File: config.mk
export PLATFORM = sky130hd
export DESIGN_NAME = inst_prefetch_buffer
export DESIGN_NICKNAME = d
export VERILOG_FILES = /design/src/rtl/inst_prefetch_buffer.sv
export SDC_FILE = /design/constraint.sdc
export NUM_CORES = 1
export LEC_CHECK = 0
export BUFFER_PORTS_ARGS = -buffer_cell sky130_fd_sc_hd__buf_2
export CORE_MARGIN = 3
export CORE_UTILIZATION = 37
export CTS_CLUSTER_SIZE = 10
export DETAILED_ROUTE_END_ITERATION = 16
export GPL_TIMING_DRIVEN = 0
export PLACE_DENSITY_LB_ADDON = 0.1
export SLEW_MARGIN = 20
export SYNTH_ARGS = -nofsm -noshare
export SYNTH_HDL_FRONTEND = slang
export SYNTH_SLANG_ARGS = --single-unit
File: constraint.sdc
create_clock -name Clk -period 10.36 [get_ports Clk]
set_clock_uncertainty 0.1 [all_clocks]
set_input_delay 2.59 -clock Clk [delete_from_list [all_inputs] [get_ports Clk]]
set_output_delay 2.59 -clock Clk [all_outputs]
set_load 0.01 [all_outputs]
File: src/rtl/inst_prefetch_buffer.sv
// Instruction prefetch front-end: sequential word fetch with one outstanding
// memory request, a small FIFO of {pc, instr}, and flush/refetch on redirect.
module inst_prefetch_buffer #(
  parameter int unsigned DEPTH    = 4,
  parameter logic [31:0] RESET_PC = 32'h0000_0000
) (
  input  logic                     Clk,
  input  logic                     Reset,
  input  logic                     Redirect,
  input  logic [31:0]              RedirectPC,
  output logic                     ImReq,
  output logic [31:0]              ImAddr,
  input  logic                     ImValid,
  input  logic [31:0]              ImData,
  output logic                     OutValid,
  input  logic                     OutReady,
  output logic [31:0]              OutInstr,
  output logic [31:0]              OutPC,
  output logic [31:0]              OutNextAddr,
  output logic [$clog2(DEPTH):0]   Count,
  output logic [1:0]               fetch_state
);

  localparam int PTR_W = $clog2(DEPTH);
  localparam int CNT_W = PTR_W + 1;
  localparam logic [CNT_W:0] DEPTH_W = (CNT_W + 1)'(DEPTH);

  typedef enum logic [1:0] {
    ST_IDLE = 2'd0,
    ST_WAIT = 2'd1,
    ST_DROP = 2'd2
  } state_t;

  state_t            state_q, state_d;
  logic [31:0]       fetch_pc;
  logic [31:0]       req_pc;
  logic [31:0]       instr_mem [DEPTH];
  logic [31:0]       pc_mem    [DEPTH];
  logic [PTR_W-1:0]  rd_ptr, wr_ptr;
  logic [CNT_W-1:0]  count_q;
  logic              pop, push, req;
  logic [CNT_W:0]    free_w;

  // Handshakes: a transfer happens on a rising edge where valid and ready are
  // both 1. Memory side: ImReq is the valid, the memory is always ready.
  // Output side: OutValid/OutReady; a redirect in the same cycle cancels it.
  assign OutValid    = (count_q != '0);
  assign OutInstr    = OutValid ? instr_mem[rd_ptr] : 32'h0;
  assign OutPC       = OutValid ? pc_mem[rd_ptr] : 32'h0;
  assign OutNextAddr = OutValid ? (pc_mem[rd_ptr] + 32'd4) : 32'h0;
  assign Count       = count_q;
  assign ImReq       = req;
  assign ImAddr      = fetch_pc;
  assign fetch_state = state_q;

  // Credit check counts the slot freed by a same-cycle pop and the slot
  // consumed by a same-cycle push, so the FIFO can never overflow.
  always_comb begin
    pop    = OutValid & OutReady & ~Redirect;
    push   = ImValid & (state_q == ST_WAIT) & ~Redirect;
    free_w = DEPTH_W + {{CNT_W{1'b0}}, pop}
                     - {1'b0, count_q}
                     - {{CNT_W{1'b0}}, push};
    req    = Reset & ~Redirect & (free_w != '0) &
             ((state_q == ST_IDLE) | ((state_q == ST_WAIT) & ImValid));
  end

  always_comb begin
    state_d = state_q;
    if (Redirect) begin
      if (ImValid || (state_q == ST_IDLE)) state_d = ST_IDLE;
      else                                 state_d = ST_DROP;
    end else if (req) begin
      state_d = ST_WAIT;
    end else if (ImValid && (state_q != ST_IDLE)) begin
      state_d = ST_IDLE;
    end
  end

  always_ff @(posedge Clk) begin
    if (!Reset) begin
      state_q  <= ST_IDLE;
      fetch_pc <= RESET_PC;
      req_pc   <= RESET_PC;
      rd_ptr   <= '0;
      wr_ptr   <= '0;
      count_q  <= '0;
    end else begin
      state_q <= state_d;
      if (Redirect) begin
        fetch_pc <= RedirectPC;
        rd_ptr   <= '0;
        wr_ptr   <= '0;
        count_q  <= '0;
      end else begin
        if (req) begin
          fetch_pc <= fetch_pc + 32'd4;
          req_pc   <= fetch_pc;
        end
        if (push) wr_ptr <= wr_ptr + PTR_W'(1);
        if (pop)  rd_ptr <= rd_ptr + PTR_W'(1);
        count_q <= count_q + {{PTR_W{1'b0}}, push} - {{PTR_W{1'b0}}, pop};
      end
    end
  end

  // Storage needs no reset; occupancy alone decides what is visible.
  always_ff @(posedge Clk) begin
    if (Reset && push) begin
      instr_mem[wr_ptr] <= ImData;
      pc_mem[wr_ptr]    <= req_pc;
    end
  end

  a_no_valid_in_idle: assert property (@(posedge Clk) disable iff (!Reset)
    !(ImValid && (state_q == ST_IDLE)));

  a_count_bound: assert property (@(posedge Clk) disable iff (!Reset)
    ({1'b0, count_q} <= DEPTH_W));

endmodule

Word level (Yosys, flattened, before mapping)

Memories as Yosys holds them, arrays and structs flattened. A register that Yosys moved wholly into a read port is not among the register bits.
Cells that the tools add are included.

Memory bits (writable): 256
Input bits: 69
Output and inout port bits: 135
Memories: 2
Word-level logic and storage cells: 54
Bits in registers: 73

Memories:

| memory    | words | width | read ports | clocked after memory_dff | wr ports | line | text |
|---|---|---|---|---|---|---|---|
| instr_mem | 4     | 32    | 1          | 1                        | 1        | 37   | `logic [31:0] instr_mem [DEPTH];` |
| pc_mem    | 4     | 32    | 1          | 1                        | 1        | 38   | `logic [31:0] pc_mem [DEPTH];` |

Multiplexer cells: 15
Add/sub/neg operators: 9
Eq/ne operators: 1
Reductions and logical operators: 11
Bitwise logic cells: 10

Operators by type and width:

| cell                                                            | count |
|---|---|
| 32-bit two-way mux                                              | 5 |
| 32-bit by 3-bit adder with 32-bit output, second input constant | 2 |
| 2-bit two-way mux                                               | 8 |
| 1-bit AND                                                       | 7 |
| 3-bit nonzero test                                              | 2 |
| 2-bit by 1-bit adder with 2-bit output, second input constant   | 2 |
| 3-bit by 1-bit adder with 4-bit output, first input constant    | 1 |
| 2-bit nonzero test                                              | 2 |
| 4-bit nonzero test                                              | 1 |
| 4-bit by 1-bit subtractor with 4-bit output                     | 1 |
| 4-bit by 3-bit subtractor with 4-bit output                     | 1 |
| 3-bit by 1-bit adder with 3-bit output                          | 1 |
| 3-bit by 1-bit subtractor with 3-bit output                     | 1 |
| 2-bit by 1-bit == test with 1-bit output, second input constant | 1 |
| 1-bit logical AND                                               | 2 |
| 2-bit logical NOT                                               | 1 |
| 1-bit two-way mux                                               | 2 |
| 1-bit NOT                                                       | 2 |
| 2-bit AND reduction                                             | 1 |
| 2-bit OR reduction                                              | 1 |
| 1-bit logical OR                                                | 1 |
| 1-bit OR                                                        | 1 |

Depth between registers and ports, before layout

Gate-level depths: netlist of run 1.

Depth in word-level cells: 11
Mapped depth: 17
Gate-level depth less buffers: 14

Worst setup path before layout of run 1

No wires, ideal clock.

Path type: input -> output
From: input Redirect
To: output ImReq
Arrival: 4.926 ns
Stages: 14
Required time: 7.670 ns
Setup slack: 2.744 ns
Cells stage by stage: clkbuf_1 inv_1 and3_1 clkbuf_1 inv_1 fa_1 inv_1 ha_1 xnor2_1 a2111o_1 inv_1 buf_4 buf_2 buf_2

Cells in the longest elaborated chain, start to end: 8
Elaborated cells on any way between the ends: 10

RTL lines:

| item                                        | line | text |
|---|---|---|
| from (decl)                                 | 9    | `input logic Redirect,` |
| 1-bit NOT (no line)                         | n/a  |  |
| 1-bit AND                                   | 59   | `pop = OutValid & OutReady & ~Redirect;` |
| named net pop                               | 41   | `logic pop, push, req;` |
| 3-bit by 1-bit adder with 4-bit output      | 61   | `free_w = DEPTH_W + {{CNT_W{1'b0}}, pop}` |
| 4-bit by 3-bit subtractor with 4-bit output | 62   | `- {1'b0, count_q}` |
| 4-bit by 1-bit subtractor with 4-bit output | 63   | `- {{CNT_W{1'b0}}, push};` |
| 4-bit nonzero test                          | 64   | `req = Reset & ~Redirect & (free_w != '0) &` |
| 1-bit AND (2 in a row)                      | 64   |  |
| to (decl)                                   | 11   | `output logic ImReq,` |

The timed path passes the listed nets, and every way through them passes these cells.

Worst setup path in the final report of run 1

Ends and elaborated chain as after synthesis.

==> impl_table.tex, run 1 <==
\begin{tabular}{lr}
\hline
Metric & Value \\
\hline
\multicolumn{2}{l}{\textbf{Synth}} \\
\quad Dominant cell by count in the synthesized netlist & sky130\_fd\_sc\_hd\_\_edfxtp\_1 \\
\quad Seq cells post-synth & 331 \\
\quad Post-synth EDFFs & 256 \\
\quad Count of warnings emitted by yosys & 0 \\
\quad Post-synthesis cell type with the largest combined area & sky130\_fd\_sc\_hd\_\_edfxtp\_1 \\
\quad Synth Area in Adders & about 1.1\% \\
\quad Commonest cells post-synth & 256 x sky130\_fd\_sc\_hd\_\_edfxtp\_1, 105 x sky130\_fd\_sc\_hd\_\_nand2\_1, 75 x sky130\_fd\_sc\_hd\_\_dfxtp\_1 \\
\quad Leading post-synthesis cells by cell area & sky130\_fd\_sc\_hd\_\_edfxtp\_1 55\%, sky130\_fd\_sc\_hd\_\_dfxtp\_1 11\%, sky130\_fd\_sc\_hd\_\_mux4\_2 10\% \\
\quad Proportion of synthesized area in mux cells & 10.9\% \\
\quad Sequential area share after synthesis & approximately two thirds \\
\quad Dominant combinational cell family by area after synthesis & simple AND/OR/NAND/NOR gates \\
\quad Per-instance average area after synthesis & 14.3 um2 \\
\quad Area share of and/or/nand/nor cells after synthesis & approximately 12\% \\
\quad Post-Synth XOR/XNOR Area & 2.02\% \\
\quad Syn Nets & 1051 \\
\quad Post-Syn Instances & 971 \\
\quad Syn Std Cell Area & around 14000 um2 \\
\quad Leading register cell type out of synthesis & sky130\_fd\_sc\_hd\_\_edfxtp\_1 \\
\quad Compound-gate portion of the synthesized area & under 10\% \\
\quad Async set-or-reset flop fraction in the synthesized netlist & 0\% \\
\quad Share of Yosys cell area claimed by the top area cell type & a little under three fifths \\
\quad Distinct cell type count of the synthesized netlist & between 50 and 60 \\
\multicolumn{2}{l}{\textbf{Setup path}} \\
\quad Endpoint required time on the critical path & roughly 7.7 ns \\
\quad Critical Path End Type & output pin \\
\quad Setup CP Type & input pin to output pin \\
\quad Data arrival, critical path & 5.89 ns \\
\quad Reg2reg start & Count[0] \\
\quad Critical path peak fanout & 10 \\
\quad Worst setup path startpoint & Redirect \\
\quad Crit path launch type & input pin \\
\multicolumn{2}{l}{\textbf{Die}} \\
\quad Die Area & around 40000 um2 \\
\quad Die extent in y & between 150 and 200 um \\
\quad Placeable core region & between 30000 and 40000 um2 \\
\quad Boundary Pins & 204 \\
\quad Core Rows & 70 \\
\quad Horiz. Die Dim & 200 um \\
\quad Initial core utilization & around 38\% \\
\multicolumn{2}{l}{\textbf{Power and ir drop}} \\
\quad Part of the total power dissipated in sequential elements & a little over half \\
\quad Design internal power & 0.00221 W \\
\quad Total power & between 0.002 and 0.003 W \\
\quad Fraction of power consumed by combinational cells & under 10\% \\
\quad Peak ir drop on the vdd network & roughly 0.1 mV \\
\quad Areal power density over the cells & 167 nW/um2 \\
\quad Leakage dissipation & 6.21 nW \\
\quad Sw power & around 0.00058 W \\
\quad Switching fraction of total power & a little over a fifth \\
\quad Clock power share & a little over two fifths \\
\multicolumn{2}{l}{\textbf{Timing}} \\
\quad TNS Setup & 0 ns \\
\quad RSZ-0062 raised after global routing & false \\
\quad Peak Freq & 117 MHz \\
\quad Fraction of the cycle the final worst path needs & between 80 and 90\% \\
\quad Actual transition at the worst max-transition pin & slightly below 0.9 ns \\
\quad Final-report hold violation count & 0 \\
\quad Setup slack of the critical path after layout & 1.78 ns \\
\quad Count of final max-slew check failures & 0 \\
\quad Final min period & about 8.6 ns \\
\quad Relative slew slack & between 40\% and 50\% \\
\quad Final setup vio count & 0 \\
\multicolumn{2}{l}{\textbf{Min path}} \\
\quad Path type of the worst min-delay path & flip-flop to flip-flop \\
\quad Hold wc startpoint & ImAddr[19] \\
\multicolumn{2}{l}{\textbf{Place}} \\
\quad Last weighted congestion value of the routability-driven placer & approximately 0.83 \\
\quad Worst slack at placement & 1.78 ns \\
\quad Detailed placer's ending HPWL & 24600 um \\
\quad Number of input and output port buffers inserted & approximately 200 \\
\quad Area after detailed placement & $\sim$16000 um2 \\
\multicolumn{2}{l}{\textbf{CTS}} \\
\quad Clock root cell & sky130\_fd\_sc\_hd\_\_clkbuf\_16 \\
\quad Post-cts hold buffer count & 0 \\
\quad Maximum level of the CTS H-tree & 2 \\
\quad CTS Buffer Depth & 3 \\
\quad Clock latency on the worst-skew pair & about 0.51 ns \\
\quad Setup repair bufs after CTS & 0 \\
\quad Clock-pin slew of the registers on the worst-case setup and hold paths & 0.05 ns \\
\quad Num CTS Buffers & 40 \\
\quad Number of cells upsized or downsized after cts & 0 \\
\quad Num Clock Sinks & 331 \\
\quad TritonCTS clock tree & done \\
\multicolumn{2}{l}{\textbf{Global routing}} \\
\quad Vias in the first global route & between 8000 and 9000 \\
\quad Final global-route overflow total & 0 \\
\quad Pin count of the biggest net entering global routing & between 40 and 50 \\
\quad Initial antenna violation count & 0 \\
\quad Total Routing Usage GR & between 10\% and 20\% \\
\quad Wire length of the first global-routing pass & between 50000 and 60000 um \\
\multicolumn{2}{l}{\textbf{Route}} \\
\quad Per-cell via count in the routed design & roughly 5.2 \\
\quad Number of iterations in the first detailed-routing pass & 4 \\
\quad Wirelength per Cell & approximately 21 um \\
\quad Via count & between 8000 and 9000 \\
\quad Final Routed Wirelength & approximately 35000 um \\
\quad DRC errors left & 0 \\
\quad Drt first-iter violations & approximately 490 \\
\quad Antenna-violating nets left & 0 \\
\multicolumn{2}{l}{\textbf{Layout}} \\
\quad Final standard cell area without fillers & $\sim$17000 um2 \\
\quad Share of layout cells above drive strength 1 & between 20 and 30\% \\
\quad Final cell utilization of the core & about 45\% \\
\quad Final Net Count & between 1000 and 1500 \\
\quad Syn-to-layout area delta & 20.5\% \\
\quad Antenna fix cells & 0 \\
\multicolumn{2}{l}{\textbf{Job}} \\
\quad Number of max-cap violations & 0 \\
\multicolumn{2}{l}{\textbf{Run status}} \\
\quad Run status & finished clean \\
\hline
\end{tabular}
[final cells by class]
class	count	area, um2
multi-input cells	567	4380
flip-flops and latches	331	9190
inverters	19	71.3
fillers	3390	20100
clock inverters	2	12.5
clock buffers	60	1110
well taps	468	586
plain buffers	54	255
repair buffers	207	1120
[critical path, stage by stage]
cell,delay (ns)
sky130_fd_sc_hd__buf_2,0.11
sky130_fd_sc_hd__clkbuf_1,0.24
sky130_fd_sc_hd__inv_1,0.24
sky130_fd_sc_hd__and3_1,0.18
sky130_fd_sc_hd__clkbuf_1,0.23
sky130_fd_sc_hd__inv_1,0.10
sky130_fd_sc_hd__fa_1,0.39
sky130_fd_sc_hd__inv_1,0.06
sky130_fd_sc_hd__ha_1,0.15
sky130_fd_sc_hd__xnor2_1,0.07
sky130_fd_sc_hd__a2111o_1,0.49
sky130_fd_sc_hd__inv_1,0.10
sky130_fd_sc_hd__buf_4,0.19
sky130_fd_sc_hd__buf_2,0.28
sky130_fd_sc_hd__buf_2,0.28
sky130_fd_sc_hd__buf_2,0.18
[path summary, 6_finish.rpt]
check	depth (start not counted)	slack, ns	end
max reg2reg	15	5.79	ImAddr[6]
min reg2reg	2	0.39	req_pc[19]
max	16	1.78	ImReq
min	2	0.39	req_pc[19]
[state kept, by name (all words and copies together), names as in the netlist, named ones only]
signal	flops
Count	3
ImAddr	32
fetch_state	2
instr_mem	128
pc_mem	128
rd_ptr	2
req_pc	32
wr_ptr	2
[metrics by stage]
step	cells	hold WS [ns]
floorplan	971	0.360
finish	1708	0.393
global route	1708	0.419
detailed placement	1646	0.388
global placement	1642	0.382
CTS	1708	0.392
[metal layers]
layer,share of wire [%],vias up,track usage [%]
li1,-,4147,-
met1,45,4320,24.3
met2,47,302,28.7
met3,5.8,60,2.75
met4,2.3,0,4.83
met5,0,-,0
[cells in the final DEF (no fill, tap or decap), types with 13 or more instances in the layout]
master                      count
sky130_fd_sc_hd__a21oi_1       52
sky130_fd_sc_hd__a31oi_1       13
sky130_fd_sc_hd__and2_1        66
sky130_fd_sc_hd__and3_1        14
sky130_fd_sc_hd__buf_2        218
sky130_fd_sc_hd__clkbuf_1      50
sky130_fd_sc_hd__clkbuf_16     41
sky130_fd_sc_hd__dfxtp_1       75
sky130_fd_sc_hd__edfxtp_1     256
sky130_fd_sc_hd__inv_1         18
sky130_fd_sc_hd__mux4_2        62
sky130_fd_sc_hd__nand2_1      105
sky130_fd_sc_hd__nand3_1       19
sky130_fd_sc_hd__nor2_1        72
sky130_fd_sc_hd__nor3_1        15
sky130_fd_sc_hd__o21ai_0       19
sky130_fd_sc_hd__xnor2_1       24
[kinds of logic after synthesis]
| group | Yosys count |
|---|---|
| AND/OR/NAND/NOR | 339 |
| flip-flops | 331 |
| AO/OA/AOI/OAI | 115 |
| buffers and inverters | 73 |
| multiplexers | 70 |
| XOR/XNOR | 32 |
| adder cells (fa/ha/maj) | 11 |
[power groups by stage]
stage / Combinational (W) / Clock [W] / Sequential (W)
global route: 0.000122 / 0.00131 / 0.00146
global placement: 0.000110 / 0 / 0.00149
detailed placement: 0.000112 / 0 / 0.00149
floorplan: 0.0000541 / 0 / 0.00148
finish: 0.000110 / 0.00122 / 0.00146
CTS: 0.000112 / 0.00126 / 0.00146
Note: power is estimated with default switching activity, not from simulation.
==> run 2: changes to the inputs <==
==> constraint.sdc (replaced) <==
create_clock -name Clk -period 7.3 [get_ports Clk]
set_clock_uncertainty 0.1 [all_clocks]
set_input_delay 1.825 -clock Clk [delete_from_list [all_inputs] [get_ports Clk]]
set_output_delay 1.825 -clock Clk [all_outputs]
set_load 0.01 [all_outputs]
==> impl_table.tex, run 2 (synthesis gave the netlist of run 1 again) <==
\begin{tabular}{lr}
\hline
Metric & Value \\
\hline
\multicolumn{2}{l}{\textbf{Setup path}} \\
\quad CP most frequent cell & sky130\_fd\_sc\_hd\_\_buf\_2 \\
\quad Kind of cell adding the most delay to the critical path & buffers and inverters \\
\quad Setup CP Type & input pin to output pin \\
\quad Crit path launch type & input pin \\
\quad Critical Path End Type & output pin \\
\quad Worst setup path startpoint & Redirect \\
\quad Reg2reg start & Count[0] \\
\quad Critical path peak fanout & 10 \\
\quad Count of buffer and inverter cells on the critical path & 11 \\
\quad Logic depth of the worst register-to-register path & 15 \\
\quad Highest cell delay on the worst timing path & 0.49 ns \\
\quad Data arrival, critical path & between 5 and 6 ns \\
\quad R2R Path End & ImAddr[6] \\
\quad Slowest stage cell on the critical path & sky130\_fd\_sc\_hd\_\_a2111o\_1 \\
\quad Cell Chain, Critical Path & buf\_2 -> clkbuf\_1 -> inv\_2 -> and3\_1 -> clkbuf\_1 -> inv\_1 -> fa\_1 -> inv\_1 -> ha\_1 -> xnor2\_1 -> a2111o\_1 -> inv\_1 -> buf\_4 -> buf\_2 -> buf\_2 -> buf\_2 \\
\quad Flop-to-flop setup slack & approximately 2.8 ns \\
\quad Endpoint required time on the critical path & 5.38 ns \\
\multicolumn{2}{l}{\textbf{Die}} \\
\quad Boundary Pins & a little over 200 \\
\quad Die Area & about 40000 um2 \\
\quad Die extent in y & between 150 and 200 um \\
\quad Placeable core region & approximately 37000 um2 \\
\quad Core Rows & 70 \\
\quad Horiz. Die Dim & around 200 um \\
\quad Initial core utilization & approximately 38\% \\
\multicolumn{2}{l}{\textbf{Power and ir drop}} \\
\quad Design internal power & between 0.003 and 0.004 W \\
\quad Clock power share & between 40\% and 50\% \\
\quad Fraction of power consumed by combinational cells & 4.0\% \\
\quad Sw power & between 0.0008 and 0.0009 W \\
\quad Switching fraction of total power & a little over a fifth \\
\quad Peak ir drop on the vdd network & roughly 0.15 mV \\
\quad Part of the total power dissipated in sequential elements & 52.2\% \\
\quad Leakage dissipation & $\sim$6.2 nW \\
\quad Areal power density over the cells & 237 nW/um2 \\
\multicolumn{2}{l}{\textbf{Layout}} \\
\quad Count of placed standard cells in the final layout, fillers left out & 1708 \\
\quad Antenna fix cells & 0 \\
\quad Syn-to-layout area delta & 20.5\% \\
\quad Share of layout cells above drive strength 1 & between 20 and 30\% \\
\quad Total of fill cells in the finished design & between 3000 and 4000 \\
\quad Largest regs & instr\_mem x128, pc\_mem x128 \\
\quad Most frequent cells in the layout & 256 x sky130\_fd\_sc\_hd\_\_edfxtp\_1, 218 x sky130\_fd\_sc\_hd\_\_buf\_2, 105 x sky130\_fd\_sc\_hd\_\_nand2\_1, 75 x sky130\_fd\_sc\_hd\_\_dfxtp\_1, 72 x sky130\_fd\_sc\_hd\_\_nor2\_1 \\
\quad Most common cell after layout, fill and taps aside & sky130\_fd\_sc\_hd\_\_edfxtp\_1 \\
\quad Final Net Count & 1300 \\
\multicolumn{2}{l}{\textbf{Timing}} \\
\quad Final min period & 6.98 ns \\
\quad Fraction of the cycle the final worst path needs & a little over nine tenths \\
\quad Final-report hold violation count & 0 \\
\quad TNS Setup & 0 ns \\
\quad Relative slew slack & between 40 and 50\% \\
\quad RSZ-0062 raised after global routing & false \\
\quad Count of final max-slew check failures & 0 \\
\quad Final setup vio count & 0 \\
\quad Actual transition at the worst max-transition pin & roughly 0.9 ns \\
\quad Peak Freq & approximately 140 MHz \\
\multicolumn{2}{l}{\textbf{Place}} \\
\quad Detailed placer's ending HPWL & 24600 um \\
\quad Last weighted congestion value of the routability-driven placer & 0.832 \\
\quad Number of input and output port buffers inserted & about 200 \\
\quad Placed instance count & roughly 1600 \\
\multicolumn{2}{l}{\textbf{Global routing}} \\
\quad Vias in the first global route & roughly 8800 \\
\quad Initial antenna violation count & 0 \\
\quad Wire length of the first global-routing pass & about 53000 um \\
\quad Total Routing Usage GR & roughly 17\% \\
\quad Final global-route overflow total & 0 \\
\quad Pin count of the biggest net entering global routing & 44 \\
\multicolumn{2}{l}{\textbf{Route}} \\
\quad Antenna-violating nets left & 0 \\
\quad Final Routed Wirelength & about 35000 um \\
\quad Number of iterations in the first detailed-routing pass & 5 \\
\quad Drt first-iter violations & a little under 500 \\
\quad Per-cell via count in the routed design & roughly 5.2 \\
\quad DRC errors left & 0 \\
\quad Via count & about 8800 \\
\quad Wirelength per Cell & 20.7 um \\
\multicolumn{2}{l}{\textbf{CTS}} \\
\quad TritonCTS clock tree & done \\
\quad Clock root cell & sky130\_fd\_sc\_hd\_\_clkbuf\_16 \\
\quad Clock-pin slew of the registers on the worst-case setup and hold paths & approximately 0.050 ns \\
\quad CTS Buffer Depth & 3 \\
\quad Num CTS Buffers & 40 \\
\quad Setup repair bufs after CTS & 0 \\
\quad Num Clock Sinks & between 300 and 400 \\
\quad Maximum level of the CTS H-tree & 2 \\
\quad Clock latency on the worst-skew pair & between 0.5 and 0.6 ns \\
\multicolumn{2}{l}{\textbf{Run status}} \\
\quad Run status & finished clean \\
\multicolumn{2}{l}{\textbf{Job}} \\
\quad Number of max-cap violations & 0 \\
\multicolumn{2}{l}{\textbf{Min path}} \\
\quad Hold wc startpoint & ImAddr[19] \\
\quad Path type of the worst min-delay path & flip-flop to flip-flop \\
\quad WHS Path Cells & 2 \\
\quad Endpoint with the worst hold slack & req\_pc[19] \\
\hline
\end{tabular}
## run 2: repair_timing
action                                  4_1_cts  5_1_grt
resized for setup                             0        1
endpoints found under the setup margin        0        1
hold buffers                                  0        0
## run 2: area by class of cell
cell class                 instances  area, um2  area share [%]
buffer                            54        255            1.53
tap                              468        586            3.50
clock inverter                     2       12.5          0.0748
inverter                          19       71.3           0.427
clock buffer                      60       1110            6.62
timing repair buffer             207       1120            6.69
multi-input combinational        567       4380            26.2
sequential                       331       9190            55.0
## run 2: worst max path at each step
| stage | end | slack, ns | cells past startpoint |
|---|---|---|---|
| 2_1_floorplan | ImReq | 1.21 | 14 |
| 3_3_place_gp | ImReq | 0.24 | 16 |
| 3_5_place_dp | ImReq | 0.25 | 16 |
| 4_1_cts | ImReq | 0.24 | 16 |
| 5_1_grt | ImReq | 0.07 | 16 |
| 6_report | ImReq | 0.32 | 16 |
## run 2: metrics by stage
step           utilization (%)  setup WS (ns)  hold slack, ns  cell area, um2  total power [W]
6_report                  45.5          0.321           0.393           16700          0.00396
5_1_grt                   45.5         0.0741           0.419           16700          0.00411
4_1_cts                   45.5          0.242           0.392           16700          0.00402
3_5_place_dp              42.4          0.248           0.388           15600          0.00227
3_3_place_gp              42.1          0.240           0.382           15500          0.00226
2_1_floorplan                -           1.21           0.360           13900          0.00218
## run 2: routing by layer
layer | GRT usage (%) | up-vias | wire length (um)
met5 | 0 | - | 0
met4 | 4.83 | 0 | 815
met3 | 2.75 | 60 | 2030
met2 | 28.7 | 291 | 16600
met1 | 24.3 | 4318 | 16000
li1 | - | 4144 | -
## run 2: worst reg2reg max path: cells and delay by family, from the launching register on
family                   cells  cell delay (ns)
buffers and inverters        6             1.75
AND/OR/NAND/NOR              5             1.32
AO/OA/AOI/OAI                2             0.46
adder cells (fa/ha/maj)      2             0.42
flip-flops                   1             0.35
## run 2: power by group through the flow
stage	clock, W	sequential [W]	combinational (W)
finish	0.00174	0.00207	0.000157
detailed placement	0	0.00211	0.000158
global route	0.00187	0.00207	0.000174
global placement	0	0.00211	0.000157
floorplan	0	0.00210	0.0000768
CTS	0.00179	0.00207	0.000159
==> run 3: changes to the inputs <==
--- a/config.mk
+++ b/config.mk
@@ -7,7 +7,7 @@
 export LEC_CHECK = 0
 export BUFFER_PORTS_ARGS = -buffer_cell sky130_fd_sc_hd__buf_2
 export CORE_MARGIN = 3
-export CORE_UTILIZATION = 37
+export CORE_UTILIZATION = 35
 export CTS_CLUSTER_SIZE = 10
 export DETAILED_ROUTE_END_ITERATION = 16
 export GPL_TIMING_DRIVEN = 0
==> impl_table.tex, run 3 (synthesis gave the netlist of run 1 again) <==
\begin{tabular}{lr}
\hline
Metric & Value \\
\hline
\multicolumn{2}{l}{\textbf{Power and ir drop}} \\
\quad Leakage dissipation & $\sim$6.2 nW \\
\quad Design internal power & between 0.003 and 0.004 W \\
\quad Fraction of power consumed by combinational cells & about 3.9\% \\
\quad Part of the total power dissipated in sequential elements & 51.6\% \\
\quad Switching fraction of total power & a little over a fifth \\
\quad Areal power density over the cells & 239 nW/um2 \\
\quad Clock power share & 44.5\% \\
\quad Sw power & between 0.0008 and 0.0009 W \\
\quad Peak ir drop on the vdd network & approximately 0.12 mV \\
\multicolumn{2}{l}{\textbf{Setup path}} \\
\quad Flop-to-flop setup slack & approximately 2.7 ns \\
\quad Data arrival, critical path & slightly above 5 ns \\
\quad R2R Path End & ImAddr[9] \\
\quad Logic depth of the worst register-to-register path & 15 \\
\quad Endpoint required time on the critical path & 5.38 ns \\
\quad Worst setup path startpoint & Redirect \\
\quad Crit path launch type & input pin \\
\quad Critical path peak fanout & 10 \\
\quad Reg2reg start & Count[0] \\
\quad Critical Path End Type & output pin \\
\quad Critical path destination & ImReq \\
\quad Setup CP Type & input pin to output pin \\
\multicolumn{2}{l}{\textbf{CTS}} \\
\quad TritonCTS clock tree & done \\
\quad Post-cts hold buffer count & 0 \\
\quad Maximum level of the CTS H-tree & 2 \\
\quad Num Clock Sinks & between 300 and 400 \\
\quad Setup repair bufs after CTS & 0 \\
\quad Number of cells upsized or downsized after cts & 0 \\
\quad Clock-pin slew of the registers on the worst-case setup and hold paths & approximately 0.050 ns \\
\quad Clock latency on the worst-skew pair & 0.54 ns \\
\quad Num CTS Buffers & 40 \\
\quad Clock root cell & sky130\_fd\_sc\_hd\_\_clkbuf\_16 \\
\quad CTS Buffer Depth & 3 \\
\multicolumn{2}{l}{\textbf{Layout}} \\
\quad Share of layout cells above drive strength 1 & 28.5\% \\
\quad Syn-to-layout area delta & 21.0\% \\
\quad Largest regs & instr\_mem x128, pc\_mem x128 \\
\quad Count of placed standard cells in the final layout, fillers left out & 1761 \\
\quad Most frequent cells in the layout & 256 x sky130\_fd\_sc\_hd\_\_edfxtp\_1, 218 x sky130\_fd\_sc\_hd\_\_buf\_2, 105 x sky130\_fd\_sc\_hd\_\_nand2\_1, 75 x sky130\_fd\_sc\_hd\_\_dfxtp\_1, 72 x sky130\_fd\_sc\_hd\_\_nor2\_1 \\
\quad Most common cell after layout, fill and taps aside & sky130\_fd\_sc\_hd\_\_edfxtp\_1 \\
\quad Total of fill cells in the finished design & approximately 3700 \\
\quad Antenna fix cells & 0 \\
\quad Final Net Count & 1300 \\
\multicolumn{2}{l}{\textbf{Die}} \\
\quad Boundary Pins & a little over 200 \\
\quad Die extent in y & approximately 210 um \\
\quad Horiz. Die Dim & 205 um \\
\quad Initial core utilization & around 36\% \\
\quad Core Rows & 72 \\
\quad Die Area & roughly 42000 um2 \\
\quad Placeable core region & 38900 um2 \\
\multicolumn{2}{l}{\textbf{Timing}} \\
\quad Smallest hold slack & $\sim$0.40 ns \\
\quad Final-report hold violation count & 0 \\
\quad Count of final max-slew check failures & 0 \\
\quad Relative slew slack & between 40\% and 50\% \\
\quad Final min period & around 7.1 ns \\
\quad Actual transition at the worst max-transition pin & 0.793 ns \\
\quad Final setup vio count & 0 \\
\quad RSZ-0062 raised after global routing & false \\
\quad Fraction of the cycle the final worst path needs & a little over nine tenths \\
\quad Peak Freq & 142 MHz \\
\quad Setup slack of the critical path after layout & approximately 0.25 ns \\
\quad TNS Setup & 0 ns \\
\multicolumn{2}{l}{\textbf{Route}} \\
\quad Final Routed Wirelength & approximately 36000 um \\
\quad Wirelength per Cell & just over 20 um \\
\quad Metal-1 WL & about 16000 um \\
\quad DRC errors left & 0 \\
\quad Top layer in use & met4 \\
\quad Via count & roughly 9000 \\
\quad Antenna-violating nets left & 0 \\
\quad Total length of routed met2 wires & between 15000 and 20000 um \\
\quad Drt first-iter violations & 436 \\
\quad Per-cell via count in the routed design & 5.05 \\
\quad Met3 WL post-DR & about 2000 um \\
\quad Number of iterations in the first detailed-routing pass & 5 \\
\multicolumn{2}{l}{\textbf{Place}} \\
\quad Detailed placer's ending HPWL & between 20000 and 30000 um \\
\quad Worst slack at placement & around 0.23 ns \\
\quad Last weighted congestion value of the routability-driven placer & 0.824 \\
\quad Number of input and output port buffers inserted & a little over 200 \\
\quad Placed instance count & between 1500 and 2000 \\
\multicolumn{2}{l}{\textbf{Global routing}} \\
\quad Pin count of the biggest net entering global routing & 38 \\
\quad Vias in the first global route & around 9200 \\
\quad Final global-route overflow total & 0 \\
\quad Initial antenna violation count & 0 \\
\quad Total Routing Usage GR & between 15 and 20\% \\
\quad Wire length of the first global-routing pass & about 55000 um \\
\multicolumn{2}{l}{\textbf{Min path}} \\
\quad Path type of the worst min-delay path & flip-flop to flip-flop \\
\multicolumn{2}{l}{\textbf{Job}} \\
\quad Number of max-cap violations & 0 \\
\multicolumn{2}{l}{\textbf{Run status}} \\
\quad Run status & finished clean \\
\hline
\end{tabular}
==> run 3: power groups by stage <==
stage	Sequential, W	Combinational (W)	Clock [W]
after floorplan	0.00210	0.0000768	0
after global placement	0.00211	0.000158	0
after detailed placement	0.00211	0.000160	0
after CTS	0.00207	0.000160	0.00184
after global routing	0.00207	0.000176	0.00191
final	0.00207	0.000158	0.00179
==> run 3: stage by stage <==
stage	area [um2]	utilization, %	power [W]
2_1_floorplan	13900	-	0.00218
3_3_place_gp	15500	39.9	0.00227
3_5_place_dp	15600	40.2	0.00227
4_1_cts	16800	43.2	0.00407
5_1_grt	16800	43.2	0.00416
6_report	16800	43.2	0.00401
==> run 3: worst max-delay path: stages <==
cell and delay, ns:
sky130_fd_sc_hd__buf_2 0.11, sky130_fd_sc_hd__clkbuf_1 0.23, sky130_fd_sc_hd__inv_1 0.23, sky130_fd_sc_hd__and3_1 0.18, sky130_fd_sc_hd__clkbuf_1 0.23, sky130_fd_sc_hd__inv_1 0.10, sky130_fd_sc_hd__fa_1 0.39, sky130_fd_sc_hd__inv_1 0.06
sky130_fd_sc_hd__ha_1 0.15, sky130_fd_sc_hd__xnor2_1 0.07, sky130_fd_sc_hd__a2111o_1 0.48, sky130_fd_sc_hd__inv_1 0.10, sky130_fd_sc_hd__buf_4 0.19, sky130_fd_sc_hd__buf_2 0.29, sky130_fd_sc_hd__buf_2 0.29, sky130_fd_sc_hd__buf_2 0.19
==> run 3: final cells by class <==
| cell class | instances | area, um2 | area share (%) |
|---|---|---|---|
| buffer | 54 | 255 | 1.52 |
| clock buffer | 60 | 1130 | 6.72 |
| clock inverter | 5 | 28.8 | 0.171 |
| inverter | 19 | 71.3 | 0.425 |
| multi-input combinational | 567 | 4380 | 26.1 |
| sequential | 331 | 9190 | 54.7 |
| tap | 518 | 648 | 3.86 |
| timing repair buffer | 207 | 1100 | 6.53 |
==> run 3: worst min-delay path by stage <==
stage,endpoint,cells past startpoint,slack [ns],startpoint
6_report,req_pc[28],2,0.40,req_pc[28]
5_1_grt,pc_mem[0][9],0,0.43,req_pc[9]
4_1_cts,req_pc[28],2,0.40,req_pc[28]
3_5_place_dp,req_pc[28],2,0.39,req_pc[28]
3_3_place_gp,req_pc[28],2,0.39,req_pc[28]
2_1_floorplan,pc_mem[0][0],0,0.36,req_pc[0]
==> run 3: per-layer routing <==
metal	up-vias	GRT usage, %
li1	4151	-
met5	-	0
met4	0	5.59
met2	298	27.8
met3	62	2.83
met1	4389	23.8
